<file path="src/rtl/dct_da_shift_accumulator_if.sv">
// Handshake, sample and ROM bus of the DA shift-accumulator.
interface dct_da_shift_accumulator_if #(
   parameter int unsigned IN_W  = 16,
   parameter int unsigned ROM_W = 16,
   parameter int unsigned ACC_W = 34
);
   logic             in_valid;
   logic             in_ready;
   logic [IN_W-1:0]  x0;
   logic [IN_W-1:0]  x1;
   logic [IN_W-1:0]  x2;
   logic [IN_W-1:0]  x3;
   logic             rom_cs;
   logic [2:0]       rom_addr;
   logic [ROM_W-1:0] rom_data;
   logic             out_valid;
   logic             out_ready;
   logic [ACC_W-1:0] z;
   logic             busy;

   // Accumulator side.
   modport slave (
      input  in_valid, x0, x1, x2, x3, rom_data, out_ready,
      output in_ready, rom_cs, rom_addr, out_valid, z, busy
   );

   // Sample source / ROM / result sink side.
   modport master (
      output in_valid, x0, x1, x2, x3, rom_data, out_ready,
      input  in_ready, rom_cs, rom_addr, out_valid, z, busy
   );
endinterface

</file>
<file path="src/rtl/dct_da_shift_accumulator.sv">
// Distributed-arithmetic bit-serial accumulator for one DCT coefficient.
// Walks four samples MSB-first, addresses a zero-latency ROM with each
// bit-slice and shift-accumulates the returned words into an exact result.
module dct_da_shift_accumulator #(
   parameter int unsigned IN_W  = 16,
   parameter int unsigned ROM_W = 16,
   parameter int unsigned ACC_W = 34
) (
   input logic                       clk,
   input logic                       rst,
   dct_da_shift_accumulator_if.slave bus
);
   localparam int unsigned JW = $clog2(IN_W);

   typedef enum logic [1:0] {StIdle, StAccum, StDone} state_e;

   state_e                    r_state;
   state_e                    w_state_next;
   logic [IN_W-1:0]           r_x0;
   logic [IN_W-1:0]           r_x1;
   logic [IN_W-1:0]           r_x2;
   logic [IN_W-1:0]           r_x3;
   logic signed [ACC_W-1:0]   r_acc;
   logic [JW-1:0]             r_j;

   logic                      w_accept;
   logic                      w_sign_slice;
   logic                      w_last_slice;
   logic                      w_x0_bit;
   logic [2:0]                w_a;
   logic [2:0]                w_addr;
   logic signed [ACC_W-1:0]   w_rom_sext;
   logic signed [ACC_W-1:0]   w_term;

   assign w_accept     = (r_state == StIdle) && bus.in_valid;
   assign w_sign_slice = (r_j == JW'(IN_W - 1));
   assign w_last_slice = (r_j == '0);
   assign w_x0_bit     = r_x0[r_j];
   assign w_a          = {r_x1[r_j], r_x2[r_j], r_x3[r_j]};
   // Offset-binary DA: x0 bit selects the mirrored half of the ROM, negating the word.
   assign w_addr       = w_x0_bit ? ~w_a : w_a;
   assign w_rom_sext   = {{(ACC_W - ROM_W){bus.rom_data[ROM_W-1]}}, bus.rom_data};
   assign w_term       = w_x0_bit ? -w_rom_sext : w_rom_sext;

   // State register.
   always_ff @(posedge clk) begin
      if (rst) begin
         r_state <= StIdle;
      end else begin
         r_state <= w_state_next;
      end
   end

   // Next-state logic.
   always_comb begin
      w_state_next = r_state;
      unique case (r_state)
         StIdle:  if (bus.in_valid) w_state_next = StAccum;
         StAccum: if (w_last_slice) w_state_next = StDone;
         StDone:  if (bus.out_ready) w_state_next = StIdle;
         default: w_state_next = StIdle;
      endcase
   end

   // Sample capture, slice counter and shift-accumulate datapath.
   always_ff @(posedge clk) begin
      if (rst) begin
         r_x0  <= '0;
         r_x1  <= '0;
         r_x2  <= '0;
         r_x3  <= '0;
         r_acc <= '0;
         r_j   <= '0;
      end else if (w_accept) begin
         r_x0  <= bus.x0;
         r_x1  <= bus.x1;
         r_x2  <= bus.x2;
         r_x3  <= bus.x3;
         r_acc <= '0;
         r_j   <= JW'(IN_W - 1);
      end else if (r_state == StAccum) begin
         // Sign slice carries weight -2^(IN_W-1); it seeds the accumulator.
         if (w_sign_slice) begin
            r_acc <= -w_term;
         end else begin
            r_acc <= (r_acc <<< 1) + w_term;
         end
         r_j <= r_j - JW'(1);
      end
   end

   // Output decode.
   always_comb begin
      bus.in_ready  = 1'b0;
      bus.out_valid = 1'b0;
      bus.rom_cs    = 1'b0;
      bus.rom_addr  = 3'b000;
      bus.z         = '0;
      bus.busy      = 1'b1;
      unique case (r_state)
         StIdle: begin
            bus.in_ready = 1'b1;
            bus.busy     = 1'b0;
         end
         StAccum: begin
            bus.rom_cs   = 1'b1;
            bus.rom_addr = w_addr;
         end
         StDone: begin
            bus.out_valid = 1'b1;
            bus.z         = r_acc;
         end
         default: begin
            bus.busy = 1'b0;
         end
      endcase
   end
endmodule
</file>
<file path="src/flat_wrapper.sv">
// flat-port wrapper written by rule: the top's interface ports become plain ports
module dct_da_shift_accumulator_flat 
#(
   parameter int unsigned IN_W  = 16,
   parameter int unsigned ROM_W = 16,
   parameter int unsigned ACC_W = 34
)
  (clk, rst, bus_in_valid, bus_x0, bus_x1, bus_x2, bus_x3, bus_rom_data, bus_out_ready, bus_in_ready, bus_rom_cs, bus_rom_addr, bus_out_valid, bus_z, bus_busy);
  dct_da_shift_accumulator_if #(.IN_W(IN_W), .ROM_W(ROM_W), .ACC_W(ACC_W)) bus_i ();
  input logic clk;
  input logic rst;
  input wire logic [$bits(bus_i.in_valid)-1:0] bus_in_valid;
  input wire logic [$bits(bus_i.x0)-1:0] bus_x0;
  input wire logic [$bits(bus_i.x1)-1:0] bus_x1;
  input wire logic [$bits(bus_i.x2)-1:0] bus_x2;
  input wire logic [$bits(bus_i.x3)-1:0] bus_x3;
  input wire logic [$bits(bus_i.rom_data)-1:0] bus_rom_data;
  input wire logic [$bits(bus_i.out_ready)-1:0] bus_out_ready;
  output wire logic [$bits(bus_i.in_ready)-1:0] bus_in_ready;
  output wire logic [$bits(bus_i.rom_cs)-1:0] bus_rom_cs;
  output wire logic [$bits(bus_i.rom_addr)-1:0] bus_rom_addr;
  output wire logic [$bits(bus_i.out_valid)-1:0] bus_out_valid;
  output wire logic [$bits(bus_i.z)-1:0] bus_z;
  output wire logic [$bits(bus_i.busy)-1:0] bus_busy;
  assign bus_i.in_valid = bus_in_valid;
  assign bus_i.x0 = bus_x0;
  assign bus_i.x1 = bus_x1;
  assign bus_i.x2 = bus_x2;
  assign bus_i.x3 = bus_x3;
  assign bus_i.rom_data = bus_rom_data;
  assign bus_i.out_ready = bus_out_ready;
  assign bus_in_ready = bus_i.in_ready;
  assign bus_rom_cs = bus_i.rom_cs;
  assign bus_rom_addr = bus_i.rom_addr;
  assign bus_out_valid = bus_i.out_valid;
  assign bus_z = bus_i.z;
  assign bus_busy = bus_i.busy;
  dct_da_shift_accumulator #(.IN_W(IN_W), .ROM_W(ROM_W), .ACC_W(ACC_W)) u_core (.clk(clk), .rst(rst), .bus(bus_i));
endmodule
</file>
<file path="config.mk">
export PLATFORM = sky130hd
export DESIGN_NAME = dct_da_shift_accumulator_flat
export DESIGN_NICKNAME = d
export VERILOG_FILES = /design/src/rtl/dct_da_shift_accumulator_if.sv /design/src/rtl/dct_da_shift_accumulator.sv /design/src/flat_wrapper.sv
export SDC_FILE = /design/constraint.sdc
export NUM_CORES = 1
export LEC_CHECK = 0
export ABC_AREA = 1
export BUFFER_PORTS_ARGS = -buffer_cell sky130_fd_sc_hd__buf_2
export CAP_MARGIN = 10
export CORE_ASPECT_RATIO = 1.4
export CORE_MARGIN = 5
export CORE_UTILIZATION = 63
export CTS_BUF_LIST = sky130_fd_sc_hd__clkbuf_16
export CTS_CLUSTER_DIAMETER = 100
export DETAILED_ROUTE_END_ITERATION = 10
export GPL_ROUTABILITY_DRIVEN = 1
export GPL_TIMING_DRIVEN = 0
export HOLD_SLACK_MARGIN = 0.05
export MAX_ROUTING_LAYER = met4
export PLACE_DENSITY = 0.87
export SLEW_MARGIN = 25
export SYNTH_ARGS = -nofsm -noshare
export SYNTH_HDL_FRONTEND = slang
export SYNTH_SLANG_ARGS = --single-unit
</file>
<file path="constraint.sdc">
create_clock -name clk -period 10.55 [get_ports clk]
set_input_delay 2.11 -clock clk [delete_from_list [all_inputs] [get_ports clk]]
set_output_delay 2.11 -clock clk [all_outputs]
set_load 0.05 [all_outputs]
</file>
==> impl_metrics.json <==
{
  "crit_path_end_kind": "register",
  "status": "finished clean",
  "timing.critical_path.slowest_cell_delay_ns": 0.53,
  "area_used_by_multi_input_combinational_logic_um2": 4900,
  "cts-root-buf": "sky130_fd_sc_hd__clkbuf_16",
  "synth-seq-area-share_pct": 26.1,
  "max_slew.worst_pin.slew_ns": 0.803,
  "start_kind": "primary input",
  "ioPinCount": 125,
  "io_buffer_count": 124,
  "final_layout_size_suffix_gt1_share_pct": 13.1,
  "number_of_antenna_violations_at_the_first_check_in_global_routing": 1,
  "floorplan.rows": 48,
  "timing.final.hold_violations": 0,
  "setup_tns_ns": 0,
  "synth_warn": 0,
  "starting_drc_count_in_detailed_routing": 587,
  "cts.clk_slew.worst_paths_ns": 0.09,
  "crit_required_ns": 10.83,
  "cts_hold_buffers": 0,
  "placed_cell_area_um2": 8780,
  "num_clock_sinks": 104,
  "layout.cell_area.non_filler_um2": 9090,
  "grt_use_total_pct": 34.1,
  "min_path_type": "reg -> reg",
  "fp.dieW_um": 105,
  "grt_pass1_vias": 8805,
  "critical_setup_path_kind": "in -> reg",
  "die-height_um": 143,
  "total_wire_length_after_detailed_routing_um": 25500,
  "cp_data_arrival_time_ns": 5.77,
  "antenna_violating_nets_post_route": 0,
  "fill_cells": 1127,
  "fin_worst_skew_ns": 0.0143,
  "global_route_wire_length_before_repair_um": 40700,
  "firstDrtPassIters": 7,
  "initial_core_utilization_pct": 64.4,
  "regArea_um2": 2080,
  "worst_ir_drop_vdd_mv": 0.231,
  "cpLargestDelayFamily": "simple AND/OR/NAND/NOR gates",
  "synthesis.instances": 1326,
  "clock_tree_from_tritoncts": "done",
  "final-setup-viol-count": 0,
  "final-max-slew-violation-count": 0,
  "wire_per_inst_um": 15.8,
  "post-place-cells": 1600,
  "maximum_number_of_pins_on_one_net_before_global_route_repair": 22,
  "timing.slew.headroom_pct": 46.5,
  "worst_path_most_repeated_cell": "sky130_fd_sc_hd__nand2_1",
  "route.detailed.drc": 0,
  "synthDistinctLibCells": 47,
  "finalPower_mw": 3.06,
  "fp.dieArea_um2": 15000,
  "design.core.area_um2": 12400,
  "clkLatencyLatePin_ns": 0.37,
  "globalRoute.totalOverflow": 0,
  "via_total_after_detailed_routing": 9119,
  "cp_max_fo": 5,
  "min_period_over_period_pct": 52.0,
  "post-route-min-period_ns": 5.49,
  "cts_max_path_buffers": 2,
  "achievable-frequency_ghz": 0.182,
  "rsz0062_at_grt": "false",
  "post_synth.cell_area_avg_um2": 6.01,
  "h_tree_depth_reported_by_cts": 3,
  "place_congestion": 1.04,
  "p_leak_nw": 4.84,
  "instances_no_fill": 1617,
  "timing.max_cap.violations": 0,
  "synth_nets": 1452,
  "power_density_nw_per_um2": 336,
  "synth.cell_area_um2": 7970,
  "postCtsSetupBuffers": 0,
  "post_cts_sizing": 0,
  "timing.critical_path.slowest_stage_cell": "sky130_fd_sc_hd__o21ai_0",
  "nNetsFinal": 1587,
  "detailed_place_hpwl_um": 19800,
  "cts_made_buffers": 9,
  "critical_path_buf_inv_count": 7,
  "syn_to_layout_area_delta_pct": 14.1,
  "worst-r2r-setup-slack_ns": 6.36,
  "routed_via_density": 5.64,
  "postSynthRegisterBits": 104
}
-- report_power, final --
group	internal, mW	total (mW)	switching (mW)
logic	0.656	2.11	1.45
registers	0.517	0.597	0.0797
clock network	0.170	0.353	0.183
total	1.34	3.06	1.71
-- cell usage after synthesis (all sizes together) --
cell type	instances	share of area, %
nand4	10	0.78
dfxtp	104	26
o221ai	1	0.11
clkbuf	44	2.1
xor2	14	1.5
ha	41	6.4
clkinv	1	0.047
nor2	239	12
nor4	2	0.16
o211ai	3	0.28
a211oi	3	0.28
a21o	3	0.28
o211a	1	0.13
a21boi	1	0.094
a221oi	4	0.44
nand2b	1	0.079
and3	1	0.079
o31ai	1	0.094
xnor2	4	0.44
nand3	64	4.1
nand3b	1	0.094
a21oi	93	5.8
a22o	3	0.33
or2	5	0.39
inv	195	9.2
buf	10	1.1
fa	1	0.25
o22ai	12	0.94
o21bai	5	0.47
nor3	7	0.50
a31oi	12	0.94
o21a	1	0.094
o21ai	174	11
nand2	265	13
-- routing by layer --
layer  vias up  global-route usage (%)  part of all wire, %
li1       4544                       -                    -
met1      4037                    36.4                   37
met2       416                    60.8                   49
met3       122                    4.21                  8.0
met4         0                    18.5                  5.7
met5         -                       -                    0
-- logic make-up (layout without fill, tap and decap cells) --
group                      after synthesis  in the layout  share of synthesized area [%]
buffers and inverters                  250            390                           12.4
adders and majority gates               42             42                           6.69
xor gates and xnor gates                18             18                           1.98
AOI/OAI and AO/OA                      317            317                           21.3
and+or+nand+nor                        595            595                           31.5
DFF                                    104            104                           26.1
other                                    0              1                              0
-- flip-flops by register name (all words and copies together) (netlist names) --
register / cells
u_core.r_acc: 34
u_core.r_x3: 16
u_core.r_j: 4
u_core.r_x1: 16
u_core.r_x2: 16
u_core.r_x0: 16
u_core.r_state: 2
-- placed cells by master, fill, tap and decap left out, types with 14 or more instances in the layout --
cell type and instances:
sky130_fd_sc_hd__a21oi_1 93, sky130_fd_sc_hd__o21ai_0 169, sky130_fd_sc_hd__nand2_2 20, sky130_fd_sc_hd__buf_2 127, sky130_fd_sc_hd__clkbuf_1 44, sky130_fd_sc_hd__xor2_1 14, sky130_fd_sc_hd__nand3_1 63, sky130_fd_sc_hd__nand2_1 241
sky130_fd_sc_hd__inv_1 191, sky130_fd_sc_hd__nor2_1 233, sky130_fd_sc_hd__ha_1 41, sky130_fd_sc_hd__dfxtp_1 104
-- worst paths after layout --
kind | cells after the start | from | end
max | 26 | bus_rom_data[0] | u_core.r_acc[22]$_SDFFE_PP0P_
max reg2reg | 25 | u_core.r_j[1]$_SDFFE_PP0P_ | u_core.r_acc[22]$_SDFFE_PP0P_
min reg2reg | 2 | u_core.r_x0[6]$_SDFFE_PP0P_ | u_core.r_x0[6]$_SDFFE_PP0P_
min | 2 | u_core.r_x0[6]$_SDFFE_PP0P_ | u_core.r_x0[6]$_SDFFE_PP0P_
-- tightest hold or removal path, cell delays in order, from the launching register on --
cell                      delay, ns
sky130_fd_sc_hd__dfxtp_1       0.30
sky130_fd_sc_hd__inv_1         0.06
sky130_fd_sc_hd__a21oi_1       0.05
-- layout make-up --
class                   instances  area share [%]
diodes                          1          0.0275
plain buffers                  54            2.77
clock buffers                   9            2.48
clock inverters                 7           0.949
inverters                     196            8.15
multi-input cells             972            53.8
flip-flops and latches        104            22.9
well taps                     150            2.06
repair buffers                124            6.83
-- stage by stage --
stage	utilization, %	worst slack [ns]	hold WS (ns)
after CTS	73.5	5.12	0.459
after floorplan	-	5.62	0.429
after global routing	73.5	4.69	0.485
after detailed placement	71.0	4.74	0.448
final	73.5	5.06	0.457
after global placement	71.0	4.79	0.440
Note: power is estimated with default switching activity, not from simulation.
